$ cat src/rtl/wfifo_burst_arbiter.sv
// Two-channel write-FIFO drain arbiter: grants fixed-length bursts to whichever
// channel holds a full burst, issues the burst command, then streams the words.
module wfifo_burst_arbiter #(
  parameter int DW           = 32,
  parameter int BURST_LEN    = 16,
  parameter int LVL_W        = 11,
  parameter int ADDR_W       = 28,
  parameter int CH0_BASE     = 0,
  parameter int CH1_BASE     = 1 << 20,
  parameter int REGION_WORDS = 1 << 20
) (
  input  logic              clk,
  input  logic              rst_n,
  input  logic              enable,
  input  logic [DW-1:0]     ch0_data,
  input  logic              ch0_vld,
  output logic              ch0_en,
  input  logic [LVL_W-1:0]  ch0_level,
  input  logic [DW-1:0]     ch1_data,
  input  logic              ch1_vld,
  output logic              ch1_en,
  input  logic [LVL_W-1:0]  ch1_level,
  output logic              cmd_valid,
  input  logic              cmd_ready,
  output logic [ADDR_W-1:0] cmd_addr,
  output logic [7:0]        cmd_len,
  output logic              cmd_ch,
  output logic [DW-1:0]     wdata,
  output logic              wvalid,
  input  logic              wready,
  output logic              wlast,
  output logic              busy,
  output logic [1:0]        state_dbg
);

  localparam int CW = $clog2(BURST_LEN);
  localparam logic [LVL_W-1:0]  LVL_BURST  = LVL_W'(BURST_LEN);
  localparam logic [ADDR_W-1:0] ADDR_BURST = ADDR_W'(BURST_LEN);
  localparam logic [ADDR_W-1:0] ADDR_WRAP  = ADDR_W'(REGION_WORDS);
  localparam logic [ADDR_W-1:0] BASE0      = ADDR_W'(CH0_BASE);
  localparam logic [ADDR_W-1:0] BASE1      = ADDR_W'(CH1_BASE);
  localparam logic [CW-1:0]     LAST_BEAT  = CW'(BURST_LEN - 1);

  typedef enum logic [1:0] {
    IDLE = 2'd0,
    CMD  = 2'd1,
    DATA = 2'd2
  } state_t;

  state_t            state;
  logic [CW-1:0]     beat_cnt;
  logic [ADDR_W-1:0] ptr0;
  logic [ADDR_W-1:0] ptr1;
  logic              last_grant;
  logic              elig0;
  logic              elig1;
  logic              grant;
  logic              in_data;
  logic              accept;
  logic              last_beat;
  logic [ADDR_W-1:0] ptr_sum;
  logic [ADDR_W-1:0] ptr_next;

  // Levels only matter in IDLE; they are ignored in CMD/DATA by construction.
  assign elig0 = (ch0_level >= LVL_BURST);
  assign elig1 = (ch1_level >= LVL_BURST);
  // On a tie the channel not served last wins; otherwise the eligible one.
  assign grant = (elig0 && elig1) ? ~last_grant : elig1;

  // Handshakes: cmd transfers on cmd_valid & cmd_ready, a data beat transfers on
  // wvalid & wready; the producer holds its payload stable until the transfer.
  assign in_data   = (state == DATA);
  assign wdata     = cmd_ch ? ch1_data : ch0_data;
  assign wvalid    = in_data && (cmd_ch ? ch1_vld : ch0_vld);
  assign ch0_en    = in_data && !cmd_ch && wready;
  assign ch1_en    = in_data &&  cmd_ch && wready;
  assign accept    = wvalid && wready;
  assign last_beat = (beat_cnt == LAST_BEAT);
  assign wlast     = in_data && last_beat;
  assign busy      = (state != IDLE);
  assign state_dbg = state;
  assign cmd_len   = 8'(BURST_LEN - 1);

  assign ptr_sum  = (cmd_ch ? ptr1 : ptr0) + ADDR_BURST;
  assign ptr_next = (ptr_sum == ADDR_WRAP) ? '0 : ptr_sum;

  always_ff @(posedge clk or negedge rst_n) begin
    if (!rst_n) begin
      state      <= IDLE;
      cmd_valid  <= 1'b0;
      cmd_addr   <= '0;
      cmd_ch     <= 1'b0;
      beat_cnt   <= '0;
      ptr0       <= '0;
      ptr1       <= '0;
      last_grant <= 1'b1;
    end else begin
      case (state)
        IDLE: begin
          if (enable && (elig0 || elig1)) begin
            state      <= CMD;
            cmd_valid  <= 1'b1;
            cmd_ch     <= grant;
            last_grant <= grant;
            cmd_addr   <= grant ? (BASE1 + ptr1) : (BASE0 + ptr0);
          end
        end
        CMD: begin
          if (cmd_ready) begin
            state     <= DATA;
            cmd_valid <= 1'b0;
            beat_cnt  <= '0;
          end
        end
        DATA: begin
          if (accept) begin
            if (last_beat) begin
              state    <= IDLE;
              beat_cnt <= '0;
              if (cmd_ch) ptr1 <= ptr_next;
              else        ptr0 <= ptr_next;
            end else begin
              beat_cnt <= beat_cnt + 1'b1;
            end
          end
        end
        default: state <= IDLE;
      endcase
    end
  end

endmodule

$ cat config.mk
export PLATFORM = sky130hd
export DESIGN_NAME = wfifo_burst_arbiter
export DESIGN_NICKNAME = d
export VERILOG_FILES = /design/src/rtl/wfifo_burst_arbiter.sv
export SDC_FILE = /design/constraint.sdc
export NUM_CORES = 1
export LEC_CHECK = 0
export BUFFER_PORTS_ARGS = -buffer_cell sky130_fd_sc_hd__buf_4
export CORE_MARGIN = 10
export CORE_UTILIZATION = 30
export CTS_CLUSTER_DIAMETER = 50
export CTS_CLUSTER_SIZE = 28
export DETAILED_ROUTE_END_ITERATION = 8
export GPL_ROUTABILITY_DRIVEN = 0
export GPL_TIMING_DRIVEN = 0
export SETUP_SLACK_MARGIN = 0.15
export SYNTH_ARGS = -nofsm -noshare
export SYNTH_HDL_FRONTEND = slang
export SYNTH_SLANG_ARGS = --single-unit
$ cat constraint.sdc
create_clock -name clk -period 4.9 [get_ports clk]
set_input_delay 0.98 -clock clk [delete_from_list [all_inputs] [get_ports clk]]
set_output_delay 0.98 -clock clk [all_outputs]
set_load 0.03 [all_outputs]
==> results.cfg, run 1 <==
[floorplanning]
fp.dieW_um = 157
rows = 49
die-height_um = 157
ios = 170
dieArea_um2 = 24500
core_um2 = 18100
initial_core_util_pct = 30.9

[critical_path]
cp_top_family = buffers and inverters
cp_max_fo = 10
crit_path_end_kind = flop
cp.required_ps = 5130
cp_num_buf_inv = 10
crit_path_max_incr_delay_ps = 360
cp_slowest_cell = dfrtp_1
crit_type = reg -> reg
crit_top_cell = buf_6
cp.arrival_ps = 4670
start_kind = flop
crit_chain = buf_6 -> buf_6 -> buf_6 -> clkbuf_4 -> buf_6 -> clkbuf_4 -> buf_4 -> mux2_2 -> ha_1 -> buf_2 -> nand4_1 -> o22ai_2 -> nand2_1 -> buf_2 -> o41ai_2 -> nand4b_1 -> nor4_4 -> buf_4 -> o41ai_1

[drt]
wirelength_mm = 17.3
first_pass_iters = 5
drt.antenna.violating_nets = 0
drc = 0
drtIter0Drc = 281
viasPerCell = 4.95
avgRoutedWirePerCell_um = 17.1
vias = 5005

[clock_network]
insertion_delay_ps = 360
cts_buffers = 9
clkTransAtPathRegs_ps = 70
htreeDepth = 3
cts-root-buf = clkbuf_16
clkSinkCount = 93
cts_tree = yes
clockBufferDepth = 2
holdBufCountCts = 0

[yosys]
yosysWarnings = 0
synth_edf_count = 0
synthFlopType = dfrtp_1
syn_area_per_cell_um2 = 9.25
ys_seq_elements = 93
netlist_area_um2 = 5600
synth.distinct_cells = 60
ys_seq_area_share_pct = 41.6
netlist_instances = 606
synth-async-reset-ratio_pct = 100

[finish]
drive_above_1_share_pct = 30.7
fillers = 1831
final_common_cell = buf_4
nets = 875
diodes = 0
final_cell_mix = buf_4 (165), nand2_1 (112), dfrtp_1 (92), o21ai_0 (46), mux2i_1 (38)
fin_util_pct = 40.9
area_delta_synth_final_pct = 32.5

[sta]
hold_violations = 0
worst_pin_slew_ps = 1190
rsz0062_at_grt = false
period_share_pct = 90.8
relSlewSlack_pct = 20.8
fmax_mhz = 225
setup_ws_ps = 452
period_needed_ps = 4450
finClkSkew_ps = 13.4
drv_slew = 0
finalSetupViolCount = 0

[grt]
track_usage_pct = 14.1
grt_max_degree = 94
antenna_found_initial = 0
grt_pass1_vias = 5077
gr-total-overflow = 0
grt_pass1_wl_mm = 27.6

[flow_run]
max_cap_viol_count = 0

[min_path]
hold_path_class = reg -> reg

[power_and_ir_drop]
total_power_uw = 2730
peakVddDrop_v = 0.000159
powerDensity_nw_per_um2 = 368
p_leak_uw = 0.00354

[placed_design]
io_buffers = 153
dp_hpwl_mm = 13.1
dp_worst_setup_slack_ps = -387

[outcome]
outcome = complete, no violations
-- metal layers --
layer | vias up | global-route usage [%] | wire [um]
met1 | 2358 | 17.5 | 7410
li1 | 2440 | - | -
met2 | 191 | 22.2 | 8020
met4 | 0 | 5.53 | 280
met3 | 16 | 4.71 | 1620
met5 | - | 0 | 0
-- kinds of logic (layout without fill, tap and decap cells) --
kind of cell / Yosys count / after routing / share of synthesized area (%)
and+or+nand+nor: 224 / 224 / 19.6
AOI/OAI and AO/OA: 99 / 99 / 10.8
DFF: 93 / 93 / 41.6
muxes: 74 / 74 / 14.0
buffers and inverters: 60 / 231 / 5.20
xor gates and xnor gates: 50 / 50 / 7.82
adders and majority gates: 4 / 4 / 0.893
other: 2 / 8 / 0.134
-- power by group --
group          internal (uW)  switching [uW]  total, uW
clock network            463             311        775
registers                807            36.6        844
logic                    440             672       1110
total                   1710            1020       2730
-- synth_stat cells (3+ instances only) --
| cell | number | area [um^2] |
|---|---|---|
| nand4b_1 | 3 | 26.3 |
| nand3b_1 | 3 | 22.5 |
| nor2_1 | 30 | 113 |
| dfrtp_1 | 92 | 2300 |
| nor3_1 | 7 | 35.0 |
| o41ai_1 | 4 | 35.0 |
| o21ai_1 | 3 | 15.0 |
| inv_1 | 8 | 30.0 |
| nand3_1 | 28 | 140 |
| mux2i_1 | 38 | 380 |
| nand4_1 | 8 | 50.1 |
| a21oi_1 | 19 | 95.1 |
| buf_2 | 8 | 40.0 |
| xor2_1 | 26 | 228 |
| o31ai_1 | 4 | 30.0 |
| ha_1 | 4 | 50.1 |
| and4_1 | 3 | 26.3 |
| buf_6 | 3 | 33.8 |
| nand2_1 | 112 | 420 |
| buf_4 | 9 | 67.6 |
| o21ai_0 | 46 | 230 |
| a31oi_1 | 5 | 31.3 |
| a22oi_1 | 3 | 22.5 |
| and3_1 | 5 | 31.3 |
| clkbuf_1 | 26 | 97.6 |
| nor4_1 | 6 | 37.5 |
| mux2_2 | 36 | 405 |
| xnor2_1 | 24 | 210 |
| buf_1 | 6 | 22.5 |
-- state kept, by name, indices dropped and copies added, names as in the netlist --
| signal | flops |
|---|---|
| last_grant | 1 |
| ptr1 | 28 |
| cmd_valid | 1 |
| cmd_addr | 28 |
| ptr0 | 28 |
| beat_cnt | 4 |
| state_dbg | 2 |
| cmd_ch | 1 |
-- worst min-delay path: cells and delay by family, from the launching register on --
family / cells / cell delay [ps]
flip-flops: 1 / 340
AND/OR/NAND/NOR: 1 / 50
AO/OA/AOI/OAI: 1 / 60
-- final timing paths --
check | startpoint | endpoint | slack [ps] | cells after the start
worst max-delay path | cmd_ch | ptr1[4] | 450 | 19
worst min-delay path | cmd_addr[0] | cmd_addr[0] | 480 | 2
worst max register to register | cmd_ch | ptr1[4] | 450 | 19
worst min register to register | cmd_addr[0] | cmd_addr[0] | 480 | 2
max in group asynchronous | rst_n | ptr1[17] | 3280 | 1
min in group asynchronous | rst_n | cmd_addr[2] | 880 | 1
-- metrics by stage --
stage / setup TNS [ps] / area, um^2 / hold slack (ps) / std cells
after global placement: -2090 / 7060 / 462 / 994
final: 0 / 7430 / 480 / 1012
after floorplan: 0 / 5630 / 450 / 612
after CTS: 0 / 7390 / 486 / 1010
after detailed placement: -2060 / 7060 / 470 / 994
after global routing: 0 / 7430 / 503 / 1012
-- timing repair --
item	CTS	global route
pin swaps	0	2
resized for setup	3	6
setup endpoints to repair	6	6
setup buffers	0	2
-- area by class of cell --
cell class	count	area [um^2]	share of cell area [%]
multi-input cells	459	3010	40.6
flip-flops and latches	93	2330	31.4
repair buffers	155	1160	15.7
well taps	229	287	3.86
plain buffers	52	278	3.74
clock buffers	11	243	3.27
clock inverters	5	83.8	1.13
inverters	8	30.0	0.404
No activity file was read; power rests on OpenSTA's default activity.
==> inputs of run 2 (changes only) <==
- CTS_CLUSTER_DIAMETER: 50 -> 120
- clock period: 4.9 -> 3.9 ns (I/O delays scaled with it)
==> results.cfg, run 2 (synthesis results as in run 1) <==
[finish]
diodes = 0
nets = 902
area_delta_synth_final_pct = 38.6
final_area_um2 = 7760
drive_above_1_share_pct = 34.3
finalNonFillerCells = 1039
fillers = 1817
final_cell_mix = buf_4 (190), nand2_1 (111), dfrtp_1 (91), o21ai_0 (46), mux2i_1 (37)
largest_registers = cmd_addr x28, ptr0 x28, ptr1 x28
final_common_cell = buf_4

[placed_design]
io_buffers = 153
dp_cells = 994
dp_hpwl_mm = 13.1
placed_area_um2 = 7090

[critical_path]
cp_slowest_cell = dfrtp_2
cp_top_family = buffers and inverters
crit_top_cell = buf_12
reg2reg_depth = 20
cp_num_cells = 20
crit_chain = buf_6 -> buf_8 -> buf_12 -> buf_12 -> buf_12 -> buf_12 -> buf_12 -> mux2_4 -> ha_4 -> buf_6 -> nand4_1 -> o22ai_2 -> nand2_2 -> buf_6 -> xor2_1 -> a31oi_1 -> nand4b_1 -> nor4_4 -> buf_4 -> o31ai_2
cp_max_fo = 7
crit_path_end_kind = flop
start_kind = flop
crit_path_max_incr_delay_ps = 410
cp.arrival_ps = 3870
cp_num_buf_inv = 10
crit_type = reg -> reg
cp.required_ps = 4120

[clock_network]
clkSinkCount = 93
clkTransAtPathRegs_ps = 70
insertion_delay_ps = 360
cts_tree = yes
clockBufferDepth = 2
htreeDepth = 3
cts_buffers = 9
holdBufCountCts = 0
cts-root-buf = clkbuf_16

[sta]
hold_violations = 0
finClkSkew_ps = 10.5
finalSetupViolCount = 0
relSlewSlack_pct = 21.3
worst_pin_slew_ps = 1180
rsz0062_at_grt = false
period_needed_ps = 3650
period_share_pct = 93.6
fmax_mhz = 274
fin_setup_tns_ps = 0
drv_slew = 0

[drt]
vias = 5215
wirelength_mm = 17.9
avgRoutedWirePerCell_um = 17.2
viasPerCell = 5.02
drt.antenna.violating_nets = 0
first_pass_iters = 5
drtIter0Drc = 322
drc = 0

[floorplanning]
ios = 170
die-height_um = 157
core_um2 = 18100
initial_core_util_pct = 30.9
dieArea_um2 = 24500
rows = 49
fp.dieW_um = 157

[grt]
gr-total-overflow = 0
grt_max_degree = 94
grt_pass1_wl_mm = 28.2
track_usage_pct = 14.4
antenna_found_initial = 0
grt_pass1_vias = 5202

[power_and_ir_drop]
total_power_uw = 3570
powerDensity_nw_per_um2 = 460
peakVddDrop_v = 0.000207
p_leak_uw = 0.00373

[outcome]
outcome = complete, no violations

[flow_run]
max_cap_viol_count = 0

[min_path]
hold_path_class = reg -> reg
worstHoldPathCells = 2
-- run 2: cell types whose count changed in the layout (fill, tap and decap cells not counted), moves of 2 or more --
cell,previous run,this run
buf_2,6,4
buf_4,165,190
clkbuf_4,2,0
clkinvlp_4,2,0
clkinv_2,0,2
o41ai_1,3,1
mux2_2,36,34
mux2_4,0,2
buf_12,0,5
-- run 2: routing by layer --
layer | routed length, um | GRT usage (%) | vias up | part of all wire (%)
li1 | - | - | 2499 | -
met1 | 7710 | 17.6 | 2507 | 43
met2 | 8280 | 22.9 | 185 | 46
met3 | 1550 | 4.71 | 24 | 8.7
met4 | 354 | 5.98 | 0 | 2.0
met5 | 0 | 0 | - | 0
-- run 2: final timing paths --
kind                             start          end  slack, ps
max                             cmd_ch     ptr1[20]        250
min                        cmd_addr[2]  cmd_addr[2]        480
max reg2reg                     cmd_ch     ptr1[20]        250
min reg2reg                cmd_addr[2]  cmd_addr[2]        480
max in group asynchronous        rst_n       cmd_ch       2440
min in group asynchronous        rst_n  beat_cnt[3]        670
-- run 2: metrics by stage --
stage / hold WS, ps / utilization (%) / setup WS (ps)
6_report: 484 / 42.8 / 251
5_1_grt: 498 / 42.8 / 122
4_1_cts: 486 / 41.8 / 179
3_5_place_dp: 468 / 39.1 / -428
3_3_place_gp: 465 / 39.1 / -425
2_1_floorplan: 450 / - / 151
-- run 2: area by class of cell --
class	instances	area [um^2]	share of cell area, %
tap	229	287	3.69
timing repair buffer	182	1370	17.6
clock buffer	11	253	3.26
clock inverter	5	57.6	0.741
sequential	93	2330	30.0
inverter	8	30.0	0.387
multi-input combinational	459	3090	39.8
buffer	52	349	4.50
-- run 2: tightest hold or removal path, cell delays in order (launching register included) --
cell and delay [ps]:
dfrtp_1 350, nand2_1 50, o21ai_0 60
-- run 2: repair_timing --
action	in CTS	in global routing
gates resized for setup	20	9
hold endpoints to repair	0	0
setup endpoints to repair	6	6
buffers inserted	11	18
pin swaps	7	6
-- run 2: where the power goes --
part / switching (uW) / internal (uW) / total, uW
registers: 49.7 / 1010 / 1060
logic: 887 / 693 / 1580
clock network: 397 / 533 / 930
